**src/rtl/sha1_pkg.sv**
```systemverilog
// Shared SHA-1 definitions: digest word count, writeback FSM states and a digest word selector.
package sha1_pkg;

  localparam int unsigned SHA1_NUM_WORDS = 5;

  typedef enum logic [2:0] {
    IDLE,
    WRITE,
    READ,
    CMP,
    DONE
  } wb_state_t;

  // H0 is the most significant word of the 160-bit digest.
  function automatic logic [31:0] sha1_word(input logic [159:0] hash, input logic [2:0] idx);
    logic [31:0] w;
    unique case (idx)
      3'd0:    w = hash[159:128];
      3'd1:    w = hash[127:96];
      3'd2:    w = hash[95:64];
      3'd3:    w = hash[63:32];
      default: w = hash[31:0];
    endcase
    return w;
  endfunction

endpackage

```
**src/rtl/sha1_rise_detect.sv**
```systemverilog
// Rising-edge detector on a level input; the history flop resets high so a level
// already asserted when reset releases is not mistaken for a new edge.
module sha1_rise_detect (
  input  logic clk,
  input  logic nreset,
  input  logic level,
  output logic rise
);

  logic done_q;
  logic done_d;

  always_comb begin
    done_d = level;
  end

  always_ff @(posedge clk or negedge nreset) begin
    if (!nreset) begin
      done_q <= 1'b1;
    end else begin
      done_q <= done_d;
    end
  end

  assign rise = level & ~done_q;

endmodule

```
**src/rtl/sha1_hash_writeback.sv**
```systemverilog
// Captures the SHA-1 digest on a rising hash_done and writes it big-endian to dpsram port B.
// Build with SHA1_WB_COMPARE_EN defined to read back an expected digest and report match.
module sha1_hash_writeback
  import sha1_pkg::*;
#(
  parameter int unsigned ADDR_W    = 16,
  parameter int unsigned DATA_W    = 32,
  parameter int unsigned NUM_WORDS = SHA1_NUM_WORDS
) (
  input  logic                clk,
  input  logic                nreset,
  input  logic                hash_done,
  input  logic [159:0]        hash,
  input  logic [31:0]         result_addr,
  input  logic [31:0]         expected_addr,
  output logic                port_B_clk,
  output logic [ADDR_W-1:0]   port_B_addr,
  output logic [DATA_W-1:0]   port_B_data_in,
  input  logic [DATA_W-1:0]   port_B_data_out,
  output logic                port_B_we,
  output logic                wb_busy,
  output logic                wb_done,
  output logic                match
);

  localparam logic [2:0] LastIdx = 3'(NUM_WORDS - 1);

  wb_state_t         state_q, state_d;
  logic [2:0]        idx_q, idx_d;
  logic [159:0]      hash_q, hash_d;
  logic [ADDR_W-1:0] res_base_q, res_base_d;
  logic [ADDR_W-1:0] addr_q, addr_d;
  logic [DATA_W-1:0] wdata_q, wdata_d;
  logic              rise;
  logic              trigger;

  sha1_rise_detect u_rise (
    .clk    (clk),
    .nreset (nreset),
    .level  (hash_done),
    .rise   (rise)
  );

  assign port_B_clk = clk;
  assign trigger    = rise && (state_q == IDLE);

`ifdef SHA1_WB_COMPARE_EN
  logic [ADDR_W-1:0] exp_base_q, exp_base_d;
  logic              match_q, match_d;
  logic              match_acc_q, match_acc_d;
  logic              unused_hi;
  assign unused_hi = ^{result_addr[31:ADDR_W], expected_addr[31:ADDR_W]};
`else
  logic              unused_in;
  assign unused_in = ^{result_addr[31:ADDR_W], expected_addr, port_B_data_out};
`endif

  // State register
  always_ff @(posedge clk or negedge nreset) begin
    if (!nreset) begin
      state_q     <= IDLE;
      idx_q       <= '0;
      hash_q      <= '0;
      res_base_q  <= '0;
      addr_q      <= '0;
      wdata_q     <= '0;
`ifdef SHA1_WB_COMPARE_EN
      exp_base_q  <= '0;
      match_q     <= 1'b0;
      match_acc_q <= 1'b0;
`endif
    end else begin
      state_q     <= state_d;
      idx_q       <= idx_d;
      hash_q      <= hash_d;
      res_base_q  <= res_base_d;
      addr_q      <= addr_d;
      wdata_q     <= wdata_d;
`ifdef SHA1_WB_COMPARE_EN
      exp_base_q  <= exp_base_d;
      match_q     <= match_d;
      match_acc_q <= match_acc_d;
`endif
    end
  end

  // Next-state logic
  always_comb begin
    state_d    = state_q;
    idx_d      = idx_q;
    hash_d     = hash_q;
    res_base_d = res_base_q;
`ifdef SHA1_WB_COMPARE_EN
    exp_base_d  = exp_base_q;
    match_d     = match_q;
    match_acc_d = match_acc_q;
`endif
    unique case (state_q)
      IDLE: begin
        if (trigger) begin
          state_d    = WRITE;
          idx_d      = '0;
          hash_d     = hash;
          res_base_d = result_addr[ADDR_W-1:0];
`ifdef SHA1_WB_COMPARE_EN
          exp_base_d  = expected_addr[ADDR_W-1:0];
          match_d     = 1'b0;
          match_acc_d = 1'b1;
`endif
        end
      end
      WRITE: begin
        if (idx_q == LastIdx) begin
          idx_d = '0;
`ifdef SHA1_WB_COMPARE_EN
          state_d = READ;
`else
          state_d = DONE;
`endif
        end else begin
          idx_d = idx_q + 3'd1;
        end
      end
`ifdef SHA1_WB_COMPARE_EN
      READ: begin
        // Read data lags the address by one cycle, so compare the previous word.
        if (idx_q != 3'd0) begin
          match_acc_d = match_acc_q &
                        (port_B_data_out == sha1_word(hash_q, idx_q - 3'd1));
        end
        if (idx_q == LastIdx) begin
          state_d = CMP;
        end else begin
          idx_d = idx_q + 3'd1;
        end
      end
      CMP: begin
        match_d = match_acc_q & (port_B_data_out == sha1_word(hash_q, LastIdx));
        state_d = DONE;
      end
`endif
      DONE:    state_d = IDLE;
      default: state_d = IDLE;
    endcase
  end

  // Output logic; address and data hold their last driven value when idle.
  always_comb begin
    port_B_we      = 1'b0;
    port_B_addr    = addr_q;
    port_B_data_in = wdata_q;
    if (state_q == WRITE) begin
      port_B_we      = 1'b1;
      port_B_addr    = res_base_q + ADDR_W'(idx_q);
      port_B_data_in = sha1_word(hash_q, idx_q);
    end
`ifdef SHA1_WB_COMPARE_EN
    if (state_q == READ) begin
      port_B_addr = exp_base_q + ADDR_W'(idx_q);
    end
`endif
    addr_d  = port_B_addr;
    wdata_d = port_B_data_in;
    wb_busy = (state_q != IDLE);
    wb_done = (state_q == DONE);
`ifdef SHA1_WB_COMPARE_EN
    match   = match_q;
`else
    match   = 1'b0;
`endif
  end

endmodule
```
**config.mk**
```make
export PLATFORM = sky130hd
export DESIGN_NAME = sha1_hash_writeback
export DESIGN_NICKNAME = d
export VERILOG_FILES = /design/src/rtl/sha1_pkg.sv /design/src/rtl/sha1_rise_detect.sv /design/src/rtl/sha1_hash_writeback.sv
export SDC_FILE = /design/constraint.sdc
export NUM_CORES = 1
export LEC_CHECK = 0
export BUFFER_PORTS_ARGS = -buffer_cell sky130_fd_sc_hd__buf_2
export CAP_MARGIN = 0
export CORE_MARGIN = 3
export CORE_UTILIZATION = 50
export DETAILED_ROUTE_END_ITERATION = 16
export PLACE_DENSITY = 0.79
export SYNTH_ARGS = -nofsm -noshare
export SYNTH_HDL_FRONTEND = slang
export SYNTH_SLANG_ARGS = --single-unit
```
**constraint.sdc**
```tcl
create_clock -name clk -period 2.5 [get_ports clk]
set_input_delay 0.125 -clock clk [delete_from_list [all_inputs] [get_ports clk]]
set_output_delay 0.125 -clock clk [all_outputs]
set_load 0.05 [all_outputs]
```
# Word-level counts from Yosys, hierarchy flattened
# Cells that the tools add are included.
dict set report op_classes {
  addsub 2
  mux 10
  bitwise 2
  n_eq_ne 8
  reduce_logical 8
}
# op count
set op_table {}
lappend op_table {{$pmux 32 s4} 1}
lappend op_table {{$mux 32} 1}
lappend op_table {{$add 16x3->16} 1}
lappend op_table {{$mux 16} 1}
lappend op_table {{$mux 3} 4}
lappend op_table {{$pmux 3 s2} 2}
lappend op_table {{$eq 3x1->1 const B} 2}
lappend op_table {{$eq 3x2->1 const B} 2}
lappend op_table {{$eq 3x3->1 const B} 2}
lappend op_table {{$logic_not 3->1} 2}
lappend op_table {{$reduce_and 2->1} 3}
lappend op_table {{$ne 2x2->1 const B} 2}
lappend op_table {{$add 3x1->3 const B} 1}
lappend op_table {{$reduce_bool 3->1} 1}
lappend op_table {{$reduce_bool 2->1} 1}
lappend op_table {{$and 1x1->1} 1}
lappend op_table {{$logic_and 1x1->1} 1}
lappend op_table {{$mux 1} 1}
lappend op_table {{$not 1->1} 1}
dict set report word_totals {
  out_inout_bits 53
  ff_bits 231
  inputBits 259
}

# Depth between registers and ports, before layout
dict set report depth {
  ltp_word 5
  depth_mapped 8
  ltp_nobuf 6
}

# By module
# From an unflattened synthesis, not the netlist that was laid out.
dict set report unflattened {
  hier_cells 1135
  hier_area_um2 9892.0
}
# module seq_area_each_um2 area_each_um2 n_inst cells_each
set modules_own_cells {}
lappend modules_own_cells {sha1_hash_writeback 5730.5 9851.9 1 1133}
lappend modules_own_cells {sha1_rise_detect 26.3 40.0 1 2}

==> qor.yml <==
clocking:
  clock_pin_slew_worst_setup_and_hold_paths_ns: 0.06
  clk-insertion-delay-late_ns: 0.63
  cts_tree: "yes"
global_routing:
  gr-total-overflow: 0
  grt_util_all_layers_pct: 32.2
  number_of_global_route_vias_before_repair: 10600
  global_route_wire_length_before_repair_mm: 55.4
  grt_max_degree: 114
  antenna_found_initial: 4
power_and_ir_drop:
  pwr_dens_nw_per_um2: 1580
  irDropWorstVdd_mv: 1.20
  p_leak_uw: 0.00757
yosys:
  yosysTopAreaCell: "sky130_fd_sc_hd__dfrtp_1"
  synth_fp_nets: 1406
  async_reset_ff_share_pct: 100
  synth_enable_flop_cells: 0
  synth-warning-count: 0
  yosys.area.top_type_share_pct: 58.2
  synthesis.instances: 1138
  netlist-cell-type-count: 38
  post_synth.cell_area_avg_um2: 8.66
  yosys_register_bits: 230
  synth-main-ff-cell: "sky130_fd_sc_hd__dfrtp_1"
  syn_area_um2: 9850
  ys_top_cells_by_area: "sky130_fd_sc_hd__dfrtp_1 58%, sky130_fd_sc_hd__nand2_1 22%, sky130_fd_sc_hd__a222oi_1 3.3%, sky130_fd_sc_hd__nor2_1 2.7%, sky130_fd_sc_hd__a211oi_1 2.5%"
  synth.yosys.seq_area_share_pct: 58.4
critical_path:
  critical_path.cell_chain: "inv_4, ha_4, or3_4, a21oi_4, buf_6, buf_16, nand2_2, a21oi_2, buf_6"
  critPathRequiredTime_ns: 2.38
  critical_path_class: "flip-flop to output pin"
  critical_path_arrival_ns: 2.67
  start_kind: "flip-flop"
  critPathSlowestCell: "sky130_fd_sc_hd__dfrtp_2"
  critical_path.most_common_cell: "sky130_fd_sc_hd__buf_6"
  worst_path_dominant_cell_family: "buffers and inverters"
  crit_buf_inv: 4
  crit_fanout: 8
  r2r_slack_ns: 0.30
  critPathCaptureType: "output pin"
  critPathMaxStageDelay_ns: 0.44
routing:
  ant_nets: 0
  post_drt_via_cell_ratio: 5.60
  wl_per_cell_um: 19.8
  drt_pass1_iterations: 10
  drt-total-wl_mm: 36.6
  num_vias: 10300
  drtIter0Drc: 963
  drc: 0
placement:
  place_congestion: 0.894
  place.detailed.instances: 1578
  io_buffer_count: 230
  dp_hpwl_mm: 17.7
timing:
  worst_pin_slew_ns: 0.625
  total_negative_setup_slacks_ns: -10.38
  fin_skew_ns: 0.0134
  worst_slack_ns: -0.293
  setup_violations: 44
  holdWs_ns: 0.0839
  report.final.slew_viol_count: 0
  finalHoldViolations: 0
  rsz_0062_raised_after_global_routing: "yes"
  max_slew_margin_pct: 58.3
  timing.final.crit_share_pct: 112
  finalCriticalPeriod_ns: 2.79
  max_clock_freq_mhz: 358
floorplanning:
  design.die.area_um2: 21400
  design.portCount: 312
  dieWidth_um: 146
  effective_utilization_at_floorplan_pct: 51.8
  coreArea_um2: 19000
  chipHeight_um: 146
  rows: 50
status:
  failed_checks: "setup timing"
  outcome: "finished with violations"
cells_and_area:
  layout-area-overhead-vs-synth_pct: 54.2
  final_net_count: 1831
  drive_gt1_share_pct: 27.9
  final-instance-count-excl-fill: 1846
worst_hold_path:
  hp-class: "primary input to asynchronous set/reset pin"
flow_run:
  timing.max_cap.violations: 0
## metal layers
metal	global-route usage, %	wire length, um
met5	0	0
met4	16.8	2020
met3	6.55	3060
met2	54.9	18400
met1	38.7	13200
## through the flow
stage          utilization, %  total power [uW]  setup slack [ns]  area, um2
5_1_grt                  79.9             25100            -0.380      15200
3_3_place_gp             60.3             16000             0.236      11500
2_1_floorplan               -             13500            0.0314       9990
4_1_cts                  77.6             22400            -0.254      14800
6_report                 79.9             24100            -0.293      15200
3_5_place_dp             60.3             16200             0.193      11500
## cell families (layout without fill, tap and decap cells)
logic type	after synthesis	after routing	synth area share, %
AO/OA/AOI/OAI	121	121	8.78
flip-flops	230	230	58.4
multiplexers	2	2	0.203
buffers and inverters	82	525	3.58
adder cells (fa/ha/maj)	9	9	1.22
other	1	6	0.0381
AND/OR/NAND/NOR	684	684	26.9
XOR/XNOR	9	9	0.800
## flip-flops by register name (all words and copies together), names as in the netlist
signal         count
res_base_q        16
wdata_q           32
state_q            2
hash_q           160
idx_q              3
u_rise.done_q      1
addr_q            16
## Yosys cell counts (2+ instances only)
cell,n
sky130_fd_sc_hd__a211oi_1,33
sky130_fd_sc_hd__dfrtp_1,229
sky130_fd_sc_hd__clkbuf_1,43
sky130_fd_sc_hd__and2_1,2
sky130_fd_sc_hd__o211ai_1,2
sky130_fd_sc_hd__a222oi_1,32
sky130_fd_sc_hd__mux2i_1,2
sky130_fd_sc_hd__inv_1,5
sky130_fd_sc_hd__or3_1,2
sky130_fd_sc_hd__buf_2,30
sky130_fd_sc_hd__nor2_1,72
sky130_fd_sc_hd__a21oi_1,35
sky130_fd_sc_hd__ha_1,8
sky130_fd_sc_hd__nor2b_1,2
sky130_fd_sc_hd__o21ai_0,15
sky130_fd_sc_hd__xnor2_1,9
sky130_fd_sc_hd__nor3_1,2
sky130_fd_sc_hd__nor4_1,7
sky130_fd_sc_hd__nand4_1,3
sky130_fd_sc_hd__nand2_1,583
sky130_fd_sc_hd__nand3_1,4
sky130_fd_sc_hd__buf_4,2
## area by class of cell
| cell class | instances | area, um2 |
|---|---|---|
| tap | 260 | 325 |
| inverter | 6 | 27.5 |
| timing repair buffer | 470 | 3870 |
| fill | 1074 | 3830 |
| sequential | 230 | 5760 |
| antenna | 5 | 12.5 |
| multi-input combinational | 826 | 4310 |
| clock buffer | 43 | 798 |
| clock inverter | 6 | 83.8 |
## report_power, final
part	switching [uW]	internal (uW)
clock	1590	2390
sequential	1150	5530
combinational	8420	4980
total	11200	12900
## what timing repair did
item / 4_1_cts / 5_1_grt
hold endpoints to repair: 254 / 0
pin swaps: 27 / 42
setup endpoints to repair: 46 / 46
setup buffers: 15 / 19
gates cloned: 3 / 0
hold buffers: 178 / 0
gates resized for setup: 121 / 64
## layout by cell type (no fill, tap or decap), types with 4 or more instances in the layout
master / count
sky130_fd_sc_hd__dlygate4sd3_1: 178
sky130_fd_sc_hd__diode_2: 5
sky130_fd_sc_hd__nand2_2: 11
sky130_fd_sc_hd__nand2_1: 570
sky130_fd_sc_hd__o21ai_2: 9
sky130_fd_sc_hd__buf_4: 51
sky130_fd_sc_hd__a222oi_1: 32
sky130_fd_sc_hd__a21oi_4: 8
sky130_fd_sc_hd__clkbuf_16: 28
sky130_fd_sc_hd__buf_8: 4
sky130_fd_sc_hd__buf_12: 8
sky130_fd_sc_hd__xnor2_1: 7
sky130_fd_sc_hd__clkbuf_8: 4
sky130_fd_sc_hd__ha_4: 5
sky130_fd_sc_hd__a21oi_2: 26
sky130_fd_sc_hd__nor2_1: 70
sky130_fd_sc_hd__o21ai_0: 5
sky130_fd_sc_hd__buf_6: 44
sky130_fd_sc_hd__a211oi_1: 12
sky130_fd_sc_hd__buf_2: 183
sky130_fd_sc_hd__nand3_1: 4
sky130_fd_sc_hd__a211oi_2: 20
sky130_fd_sc_hd__clkbuf_1: 10
sky130_fd_sc_hd__dfrtp_1: 227
## final timing paths
check                       startpoint           endpoint  cells past startpoint
setup / recovery              idx_q[0]  port_B_data_in[0]                      9
hold / removal                  nreset         hash_q[27]                      2
setup reg to reg              idx_q[0]        wdata_q[21]                     11
hold reg to reg            hash_q[135]        hash_q[135]                      2
max in group asynchronous       nreset        wdata_q[22]                      3
min in group clk             hash_done      u_rise.done_q                      2
Note: power is estimated with default switching activity, not from simulation.
